`src/rtl/tpu_pkg.sv`:
```
// tpu_pkg: constants, state encoding and index helper shared by the systolic array blocks.
package tpu_pkg;
  localparam int MAX_N = 256;
  localparam int LOG2_MAX_N = 8;
  localparam int DEF_OP_WIDTH = 8;
  localparam int DEF_ACC_WIDTH = 32;
  typedef enum logic {IDLE, SEND} drain_state_e;
  function automatic int elem_offset(input int r, input int c, input int n);
    return r * n + c;
  endfunction
endpackage

```
`src/rtl/shift_saturate.sv`:
```
// shift_saturate: arithmetic right shift of a signed accumulator, then saturation to OUT_WIDTH.
module shift_saturate #(
  parameter int ACC_WIDTH = 32,
  parameter int OUT_WIDTH = 8,
  parameter int SHIFT = 0
) (
  input  logic signed [ACC_WIDTH-1:0] in_i,
  output logic        [OUT_WIDTH-1:0] out_o
);
  logic signed [ACC_WIDTH-1:0] s;
  logic fits;
  assign s = in_i >>> SHIFT;
  // The value fits when every bit from the output sign bit upward matches.
  assign fits = &s[ACC_WIDTH-1:OUT_WIDTH-1] || ~|s[ACC_WIDTH-1:OUT_WIDTH-1];
  assign out_o = fits ? s[OUT_WIDTH-1:0] : {s[ACC_WIDTH-1], {(OUT_WIDTH-1){~s[ACC_WIDTH-1]}}};
endmodule

```
`src/rtl/systolic_result_drain.sv`:
```
// systolic_result_drain: snapshots the MAC accumulator array on done and streams it out row-major.
module systolic_result_drain
  import tpu_pkg::*;
#(
  parameter int N = 2,
  parameter int ACC_WIDTH = DEF_ACC_WIDTH,
  parameter int OUT_WIDTH = 8,
  parameter int SHIFT = 0
) (
  input  logic                       clk,
  input  logic                       reset,
  input  logic                       done,
  input  logic [N*N*ACC_WIDTH-1:0]   acc_in,
  output logic [OUT_WIDTH-1:0]       out_data,
  output logic                       out_valid,
  input  logic                       out_ready,
  output logic [LOG2_MAX_N-1:0]      out_row,
  output logic [LOG2_MAX_N-1:0]      out_col,
  output logic                       out_last,
  output logic                       busy,
  output logic                       drain_done,
  output logic                       overrun
);
  localparam logic [LOG2_MAX_N-1:0] LAST = LOG2_MAX_N'(N - 1);
  localparam int IW = $clog2(N * N * ACC_WIDTH);
  drain_state_e state_q, state_d;
  logic [N*N*ACC_WIDTH-1:0] snap_q;
  logic [LOG2_MAX_N-1:0] row_q, row_d, col_q, col_d;
  logic done_q, overrun_q, overrun_d, drain_done_q, drain_done_d;
  logic done_rise, hs, last, load;
  logic [IW-1:0] base;
  logic [OUT_WIDTH-1:0] conv;
  assign done_rise = done && !done_q;
  assign out_valid = state_q == SEND;
  assign busy = out_valid;
  assign hs = out_valid && out_ready;
  assign last = row_q == LAST && col_q == LAST;
  assign out_last = last && out_valid;
  assign out_row = row_q;
  assign out_col = col_q;
  assign out_data = out_valid ? conv : '0;
  assign drain_done = drain_done_q;
  assign overrun = overrun_q;
  assign base = IW'(ACC_WIDTH * elem_offset(int'(row_q), int'(col_q), N));
  shift_saturate #(.ACC_WIDTH(ACC_WIDTH), .OUT_WIDTH(OUT_WIDTH), .SHIFT(SHIFT)) u_conv (
    .in_i  (snap_q[base +: ACC_WIDTH]),
    .out_o (conv)
  );
  // A done rise while streaming never recaptures; it only flags the overrun.
  always_comb begin
    state_d = state_q;
    row_d = row_q;
    col_d = col_q;
    drain_done_d = 1'b0;
    overrun_d = overrun_q || (done_rise && state_q == SEND);
    load = state_q == IDLE && done_rise;
    if (load) begin
      state_d = SEND;
      row_d = '0;
      col_d = '0;
    end else if (hs) begin
      state_d = last ? IDLE : SEND;
      drain_done_d = last;
      col_d = col_q == LAST ? '0 : col_q + 1'b1;
      row_d = last ? '0 : (col_q == LAST ? row_q + 1'b1 : row_q);
    end
  end
  always_ff @(posedge clk) begin
    if (reset) begin
      state_q <= IDLE;
      snap_q <= '0;
      row_q <= '0;
      col_q <= '0;
      done_q <= 1'b0;
      overrun_q <= 1'b0;
      drain_done_q <= 1'b0;
    end else begin
      state_q <= state_d;
      row_q <= row_d;
      col_q <= col_d;
      done_q <= done;
      overrun_q <= overrun_d;
      drain_done_q <= drain_done_d;
      if (load) snap_q <= acc_in;
    end
  end
endmodule

```
`config.mk`:
```
export PLATFORM = sky130hd
export DESIGN_NAME = systolic_result_drain
export DESIGN_NICKNAME = d
export VERILOG_FILES = /design/src/rtl/tpu_pkg.sv /design/src/rtl/shift_saturate.sv /design/src/rtl/systolic_result_drain.sv
export SDC_FILE = /design/constraint.sdc
export NUM_CORES = 1
export LEC_CHECK = 0
export CAP_MARGIN = 25
export CORE_ASPECT_RATIO = 1.5
export CORE_MARGIN = 2
export CORE_UTILIZATION = 25
export DETAILED_ROUTE_END_ITERATION = 8
export HOLD_SLACK_MARGIN = 0.05
export PLACE_DENSITY = 0.49
export SLEW_MARGIN = 20
export SYNTH_ARGS = -nofsm -noshare
export SYNTH_HDL_FRONTEND = slang
export SYNTH_HIERARCHICAL = 1
export SYNTH_SLANG_ARGS = --single-unit
```
`constraint.sdc`:
```
create_clock -name clk -period 2.85 [get_ports clk]
set_input_delay 0.4275 -clock clk [delete_from_list [all_inputs] [get_ports clk]]
set_output_delay 0.4275 -clock clk [all_outputs]
set_load 0.01 [all_outputs]
```
=== After elaboration in Yosys (flattened, before gate mapping) ===
Index checks and enable logic that the tools add are counted.

* Divide/modulo/power cells: 0
* Reductions and logical operators: 17
* Order comparisons: 0
* Add/sub/neg operators: 3
* Muxes and demuxes: 8
* Equal/unequal tests: 2
* $mul: 0
* Bitwise gates (word level): 3
* Shift operators: 1

{| class="wikitable"
|+ Operators with widths
! cell !! count
|-
| $shiftx A128 B8 Y32 || 1
|-
| $mux W8 || 5
|-
| $reduce_and A25 Y1 || 1
|-
| $reduce_or A25 Y1 || 1
|-
| $add A8 B1 Y8 const B || 2
|-
| $eq A8 B1 Y1 const B || 2
|-
| $logic_and A1 B1 Y1 || 6
|-
| $reduce_bool A2 Y1 || 2
|-
| $mux W1 || 3
|-
| $not A1 Y1 || 3
|-
| $reduce_or A3 Y1 || 1
|-
| $add A2 B2 Y2 || 1
|-
| $logic_not A1 Y1 || 2
|-
| $logic_or A1 B1 Y1 || 2
|-
| $reduce_and A2 Y1 || 1
|-
| $reduce_or A2 Y1 || 1
|}

* Output and inout port bits: 29
* Register bits after elaboration: 148
* Latch bits: 0
* ROM bits: 0
* Memories kept: 0
* Input bits: 132
* Logic and storage cells: 41
* Bits in writable memories: 0

=== Longest topological paths before layout ===
Gate-level depths: netlist of run 1.

* Word-level depth: 7
* Gate-level depth with buffers: 10

=== Modules after synthesis ===
The synthesis of run 1 kept the hierarchy.

{| class="wikitable"
|+ By module, submodules not included
! module !! cells an instance !! area an instance (um2) !! times used
|-
| systolic_result_drain || 709 || 6112.1 || 1
|-
| shift_saturate || 35 || 229.0 || 1
|}

=== Least setup slack after synthesis of run 1 ===
No wires, ideal clock.

* Kind: reg-to-output
* From: register row_q[0], in the netlist out_row[0]
* To: output out_data[0]
* Data required time: 2.423 ns
* Cell stages (with the launch flop): 11
* Arrival: 2.726 ns
* Buffers on the path: 3
* Slack: -0.303 ns
* Cell sequence: dfxtp_1 -> xor2_1 -> buf_6 -> buf_6 -> mux4_2 -> buf_6 -> nor4_1 -> nand4_1 -> a2bb2oi_2 -> mux2i_1 -> and2_1

* Word-level cells in the longest chain between the ends: 7

{| class="wikitable"
|+ Ends and longest elaborated chain
! element !! RTL line !! RTL
|-
| from (decl) || systolic_result_drain.sv:28 || <nowiki>logic [LOG2_MAX_N-1:0] row_q, row_d, col_q, col_d;</nowiki>
|-
| from (signal assigned) || systolic_result_drain.sv:79 || <nowiki>row_q <= row_d;</nowiki>
|-
| $add A2 B2 Y2 * || tpu_pkg.sv:9 || <nowiki>return r * n + c;</nowiki>
|-
| $shiftx A128 B8 Y32 * || systolic_result_drain.sv:46 || <nowiki>.in_i (snap_q[base +: ACC_WIDTH]),</nowiki>
|-
| $reduce_or A25 Y1 || shift_saturate.sv:14 || <nowiki>assign fits = &s[ACC_WIDTH-1:OUT_WIDTH-1] || ~|s[ACC_WIDTH-1:OUT_WIDTH-1];</nowiki>
|-
| $logic_not A1 Y1 || shift_saturate.sv:14 ||
|-
| $logic_or A1 B1 Y1 || shift_saturate.sv:14 ||
|-
| $mux W8 * || shift_saturate.sv:15 || <nowiki>assign out_o = fits ? s[OUT_WIDTH-1:0] : {s[ACC_WIDTH-1], {(OUT_WIDTH-1){~s[ACC_WIDTH-1]}}};</nowiki>
|-
| named net conv[0] || systolic_result_drain.sv:32 || <nowiki>logic [OUT_WIDTH-1:0] conv;</nowiki>
|-
| $mux W8 * || systolic_result_drain.sv:41 || <nowiki>assign out_data = out_valid ? conv : '0;</nowiki>
|-
| to (decl) || systolic_result_drain.sv:14 || <nowiki>output logic [OUT_WIDTH-1:0] out_data,</nowiki>
|}

The timed path passes the listed nets; every way through them passes the cells marked *.

=== Worst setup path in the final report of run 1 ===
* From: register col_q[1], in the netlist out_col[1]
* To: output out_data[5]

* Word-level cells in the longest chain between the ends: 7

{| class="wikitable"
|+ Ends and longest elaborated chain
! element !! RTL line !! RTL
|-
| from (decl) || systolic_result_drain.sv:28 ||
|-
| from (signal assigned) || systolic_result_drain.sv:80 || <nowiki>col_q <= col_d;</nowiki>
|-
| $add A2 B2 Y2 * || tpu_pkg.sv:9 ||
|-
| $shiftx A128 B8 Y32 * || systolic_result_drain.sv:46 ||
|-
| $reduce_or A25 Y1 || shift_saturate.sv:14 ||
|-
| $logic_not A1 Y1 || shift_saturate.sv:14 ||
|-
| $logic_or A1 B1 Y1 || shift_saturate.sv:14 ||
|-
| $mux W8 * || shift_saturate.sv:15 ||
|-
| named net conv[5] || systolic_result_drain.sv:32 ||
|-
| $mux W8 * || systolic_result_drain.sv:41 ||
|}

Marks and branches as above.

==> flow_metrics.py, run 1 <==
metrics = {
    "clock_network": {
        "cts_buffers": 17,
        "path_clk_slew_ns": 0.06,
        "cts_sinks": 148,
        "ctsRootBufferMaster": "clkbuf_16",
        "clock_latency_ns": 0.42,
        "cts_hold_buf": 0,
        "cts.htree.levels": 4,
        "cts_tree": "built",
        "cts_buffer_depth": 2,
    },
    "detailed_routing": {
        "remaining_drc_errors": 0,
        "wirelength_mm": 20.0,
        "wl_per_cell_um": 16.1,
        "dr.first_iter.drc_count": 250,
        "vias_per_cell": 4.50,
        "dr_total_vias": 5596,
        "antenna_left": 0,
        "drtPass1Iterations": 5,
    },
    "die": {
        "dieWidth_um": 134,
        "die-height_um": 199,
        "rows": 71,
        "start_util_pct": 25.3,
        "ios": 161,
        "core-area_sq_um": 25100,
        "die_area_sq_um": 26700,
    },
    "worst_hold_path": {
        "hold_class": "reg -> reg",
        "min-delay-start": "snap_q[37]$_SDFFE_PP0P_",
    },
    "final_layout": {
        "drive_gt1_share_pct": 13.7,
        "fill_cells": 2627,
        "final_nets": 1037,
        "area_growth_pct": 44.4,
        "fin_util_pct": 36.6,
    },
    "synthesis": {
        "synth_ff_type": "dfxtp_1",
        "synth_nets": 880,
        "synth.most_common_cell": "nand2_1",
        "synth_common_cells": "nand2_1 (261), dfxtp_1 (148), a21oi_1 (131), clkbuf_1 (46), mux4_2 (32)",
        "synth_area_leader_cell": "dfxtp_1",
        "yosysWarningCount": 6,
        "ys_ff_latch": 148,
        "syn_area_sq_um": 6340,
        "synth_cells": 744,
        "async_flop_share_pct": 0,
        "synth_area_leaders": "dfxtp_1 (47%), nand2_1 (15%), mux4_2 (11%), a21oi_1 (10%), clkbuf_1 (2.7%)",
        "seq_area_frac_synth_pct": 46.7,
        "synth_top_cell_area_share_pct": 46.7,
        "yosysUniqueCellTypes": 39,
        "avgSynthCellArea_sq_um": 8.52,
        "synth_edf_count": 0,
    },
    "global_routing": {
        "gr-total-overflow": 0,
        "grt_max_degree": 133,
        "grt_pass1_vias": 5653,
        "grtUsageTotal_pct": 15.2,
        "grt_pass1_wl_mm": 30.9,
        "antenna_found_initial": 1,
    },
    "timing": {
        "fin_crit_sh_pct": 118,
        "tightest_slew_ns": 0.620,
        "finalMaxSlewViolations": 0,
        "timing.setup.tns_ns": -3.58,
        "fin_skew_ns": 0.00733,
        "fin_crit_ns": 3.37,
        "holdWs_ns": 0.451,
        "setup_violations": 7,
        "worst_slack_ns": -0.520,
        "finalHoldViolCount": 0,
        "rsz0062_at_grt": "yes",
        "slew_headroom_pct": 58.7,
        "max_freq_mhz": 297,
    },
    "power": {
        "peakVddDrop_mv": 0.397,
        "p_total_mw": 5.40,
        "p_sw_share_pct": 23.9,
        "seq_power_share_pct": 41.5,
        "p_comb_share_pct": 13.7,
        "p_leak_nw": 3.31,
        "power_density_nw_per_um2": 590,
        "p_sw_mw": 1.29,
        "intPower_mw": 4.11,
        "power.share.clock_pct": 44.8,
    },
    "run_status": {
        "violations": "setup timing",
        "status": "finished, violations left",
    },
    "worst_setup_path": {
        "crit_type": "reg -> out",
        "startpoint": "out_col[1]$_SDFFE_PP0P_",
        "crit_required_ns": 2.42,
        "crit_arrival_ns": 2.94,
        "rr_startpoint": "out_col[0]$_SDFFE_PP0P_",
        "endpoint_kind": "output port",
        "cp_max_fo": 10,
        "startpoint_type": "register",
    },
    "placed_design": {
        "gp_congestion": 0.764,
        "port_buffers": 160,
        "place_ws_ns": -0.805,
        "hpwl_mm": 14.7,
    },
    "flow_run": {
        "max_cap_viol_count": 0,
    },
}
==> layout make-up <==
cell class / count / area, sq um / share of cell area (%)
Tap cell: 328 / 410 / 4.48
Clock buffer: 20 / 467 / 5.10
Antenna cell: 1 / 2.50 / 0.0273
Multi-Input combinational cell: 530 / 3170 / 34.6
Sequential cell: 148 / 2970 / 32.4
Clock inverter: 12 / 176 / 1.93
Timing Repair Buffer: 193 / 1920 / 21.0
Inverter: 11 / 42.5 / 0.464
==> cell usage in the layout (no fill, tap or decap), drive strengths merged, types with 3 or more instances in the layout <==
cell | netlist | routed
clkinv | 1 | 3
clkbuf | 46 | 20
and2 | 9 | 9
nor2 | 19 | 19
a21oi | 131 | 131
and3 | 4 | 4
inv | 10 | 11
dfxtp | 148 | 148
mux2i | 7 | 7
mux4 | 32 | 32
nand4 | 12 | 12
nand2 | 262 | 262
buf | 9 | 40
nor4 | 7 | 7
xor2 | 10 | 10
clkinvlp | 0 | 5
clkdlybuf4s50 | 0 | 151
nor3 | 6 | 6
bufinv | 0 | 4
nand3 | 8 | 8
ha | 4 | 4
==> metrics by stage <==
| stage | cells | area [sq um] |
|---|---|---|
| after floorplan | 744 | 6360 |
| after CTS | 1241 | 9130 |
| final | 1243 | 9160 |
| after global routing | 1243 | 9160 |
| after global placement | 1204 | 8390 |
| after detailed placement | 1204 | 8390 |
==> state kept, by name, summed over array words and instances (netlist names) <==
register / flops
busy: 1
overrun: 1
out_col: 8
drain_done: 1
out_row: 8
done_q: 1
snap_q: 128
==> power by group through the flow <==
stage / registers [mW] / logic (mW) / clock network [mW]
after floorplan: 2.26 / 0.382 / 0
after global routing: 2.25 / 0.813 / 2.57
after global placement: 2.29 / 0.726 / 0
final: 2.24 / 0.739 / 2.42
after detailed placement: 2.29 / 0.732 / 0
after CTS: 2.24 / 0.746 / 2.48
==> timing repair <==
item	in CTS	in global routing
pin swaps	8	4
setup buffers	5	1
cloned	1	0
endpoints found under the setup margin	9	8
gates resized for setup	40	4
==> critical path, stage by stage (launching register included) <==
cell	delay (ns)
dfxtp_4	0.36
xor2_4	0.20
buf_4	0.16
buf_12	0.13
mux4_2	0.53
nor4_1	0.20
nand3_1	0.17
a2bb2oi_2	0.21
buf_6	0.16
mux2i_1	0.12
and2_1	0.15
buf_2	0.13
==> cell families (layout without fill, tap and decap cells) <==
| family | count (synthesis) | count (layout) | share of synthesized area, % |
|---|---|---|---|
| other | 0 | 1 | 0 |
| adders and majority gates | 4 | 4 | 0.789 |
| xor gates and xnor gates | 12 | 12 | 1.66 |
| DFF | 148 | 148 | 46.7 |
| and+or+nand+nor | 336 | 336 | 22.4 |
| muxes | 39 | 39 | 12.5 |
| buffers and inverters | 66 | 236 | 4.50 |
| AOI/OAI and AO/OA | 139 | 139 | 11.4 |
==> metal layers <==
metal / GRT usage, % / vias up / wire, um
li1: - / 2830 / -
met1: 17.1 / 2646 / 8090
met2: 28.1 / 104 / 10900
met3: 2.87 / 16 / 664
met4: 5.73 / 0 / 351
met5: 0 / - / 0
==> final timing paths <==
| check | to | slack, ns | cells past startpoint |
|---|---|---|---|
| worst max-delay path | out_data[5] | -0.52 | 11 |
| worst min-delay path | snap_q[37]$_SDFFE_PP0P_ | 0.45 | 2 |
| worst max register to register | out_row[6]$_SDFFE_PP0P_ | 0.76 | 8 |
| worst min register to register | snap_q[37]$_SDFFE_PP0P_ | 0.45 | 2 |
Note: power is estimated with default switching activity, not from simulation.
==> run 2, diff against run 1 <==
--- a/config.mk
+++ b/config.mk
@@ -11,6 +11,7 @@
 export CORE_UTILIZATION = 25
 export DETAILED_ROUTE_END_ITERATION = 8
 export HOLD_SLACK_MARGIN = 0.05
+export MAX_ROUTING_LAYER = met4
 export PLACE_DENSITY = 0.49
 export SLEW_MARGIN = 20
 export SYNTH_ARGS = -nofsm -noshare
==> run 2 against run 1 <==
Against the previous run: the run still ends with setup timing left; die area unchanged; sequential cell count unchanged; via count rose by 0.48%; critical endpoint unchanged.
==> flow_metrics.py, run 2 (synthesized netlist as in run 1, its figures left out) <==
metrics = {
    "placed_design": {
        "place_inst": 1204,
        "hpwl_mm": 14.7,
        "port_buffers": 160,
        "place_ws_ns": -0.805,
        "gp_congestion": 0.774,
    },
    "timing": {
        "setup_violations": 7,
        "finalHoldViolCount": 0,
        "holdWs_ns": 0.450,
        "rsz0062_at_grt": "yes",
        "max_freq_mhz": 295,
        "fin_skew_ns": 0.00682,
        "fin_crit_sh_pct": 119,
        "finalMaxSlewViolations": 0,
        "worst_slack_ns": -0.535,
        "tightest_slew_ns": 0.622,
        "fin_crit_ns": 3.38,
        "slew_headroom_pct": 58.5,
    },
    "detailed_routing": {
        "vias_per_cell": 4.52,
        "wl_per_cell_um": 16.1,
        "dr_total_vias": 5623,
        "wirelength_mm": 20.0,
        "drtPass1Iterations": 4,
        "remaining_drc_errors": 0,
        "antenna_left": 0,
        "dr.first_iter.drc_count": 258,
    },
    "power": {
        "seq_power_share_pct": 41.4,
        "peakVddDrop_mv": 0.403,
        "intPower_mw": 4.11,
        "power.share.clock_pct": 44.8,
        "p_sw_share_pct": 24.0,
        "p_leak_nw": 3.31,
        "p_comb_share_pct": 13.7,
        "power_density_nw_per_um2": 590,
        "p_sw_mw": 1.30,
        "p_total_mw": 5.41,
    },
    "global_routing": {
        "grt_max_degree": 133,
        "antenna_found_initial": 1,
        "gr-total-overflow": 0,
        "grtUsageTotal_pct": 15.6,
        "grt_pass1_vias": 5640,
        "grt_pass1_wl_mm": 31.0,
    },
    "die": {
        "dieWidth_um": 134,
        "die-height_um": 199,
        "start_util_pct": 25.3,
        "ios": 161,
        "core-area_sq_um": 25100,
        "rows": 71,
        "die_area_sq_um": 26700,
    },
    "worst_setup_path": {
        "endpoint_kind": "output port",
        "crit_type": "reg -> out",
        "cp_max_fo": 10,
        "startpoint_type": "register",
        "crit_arrival_ns": 2.96,
        "crit_required_ns": 2.42,
    },
    "final_layout": {
        "largest_register_ffs": 128,
        "final_nets": 1037,
        "multi_input_area_sq_um": 3170,
        "area_growth_pct": 44.4,
        "fin_util_pct": 36.6,
        "stdcell_count": 1243,
        "final_cell_mix": "nand2_1 (261), clkdlybuf4s50_1 (151), dfxtp_1 (145)",
        "regArea_sq_um": 2970,
        "drive_gt1_share_pct": 13.7,
        "final_common_cell": "nand2_1",
        "regMostFlops": "snap_q",
        "fill_cells": 2627,
    },
    "clock_network": {
        "ctsRootBufferMaster": "clkbuf_16",
        "cts_buffer_depth": 2,
        "cts_tree": "built",
        "clock_latency_ns": 0.43,
        "cts_buffers": 17,
        "cts.htree.levels": 4,
        "cts_sinks": 148,
        "path_clk_slew_ns": 0.06,
    },
    "run_status": {
        "violations": "setup timing",
        "status": "finished, violations left",
    },
    "flow_run": {
        "max_cap_viol_count": 0,
    },
    "worst_hold_path": {
        "hold_class": "reg -> reg",
    },
}
## run 2: worst paths after layout
path	depth (start not counted)	to	slack, ns	startpoint
setup / recovery	11	out_data[5]	-0.53	out_col[1]$_SDFFE_PP0P_
hold / removal	2	snap_q[4]$_SDFFE_PP0P_	0.45	snap_q[4]$_SDFFE_PP0P_
setup reg to reg	8	out_row[6]$_SDFFE_PP0P_	0.76	out_col[0]$_SDFFE_PP0P_
hold reg to reg	2	snap_q[4]$_SDFFE_PP0P_	0.45	snap_q[4]$_SDFFE_PP0P_
## run 2: routing by layer
layer  wire (um)  track usage [%]  up-vias
met1        8210             17.3     2662
met4         371             5.73        0
met3         704             2.77       20
met5           0                -        -
met2       10800             28.1      112
li1            -                -     2829
## run 2: power by group through the flow
stage,clock [mW],combinational (mW),sequential (mW)
final,2.42,0.741,2.24
after global routing,2.57,0.814,2.25
after CTS,2.48,0.746,2.24
after detailed placement,0,0.732,2.29
after global placement,0,0.726,2.29
after floorplan,0,0.382,2.26
## run 2: critical path, stage by stage (launching register included)
cell,delay (ns)
dfxtp_4,0.36
xor2_4,0.20
buf_4,0.16
buf_12,0.13
mux4_2,0.53
nor4_1,0.20
nand3_1,0.17
a2bb2oi_2,0.21
buf_6,0.16
mux2i_1,0.15
and2_1,0.13
buf_2,0.12
## run 2: cell type report
class	count	area share (%)
multi-input cells	530	34.6
clock buffers	20	5.10
flip-flops and latches	148	32.4
diodes	1	0.0273
inverters	11	0.464
well taps	328	4.48
clock inverters	12	1.93
repair buffers	193	21.0
## run 2: repair_timing
item	in CTS	in global routing
cloned	1	0
pin swaps	8	4
hold buffers	0	0
endpoints found under the setup margin	9	8
resized for setup	40	4
setup buffers	5	1
## run 2: through the flow
stage	setup TNS [ns]	cell area [sq um]
after global placement	-5.60	8390
after CTS	-3.80	9130
after detailed placement	-5.56	8390
after floorplan	0	6360
final	-3.68	9160
after global routing	-4.70	9160
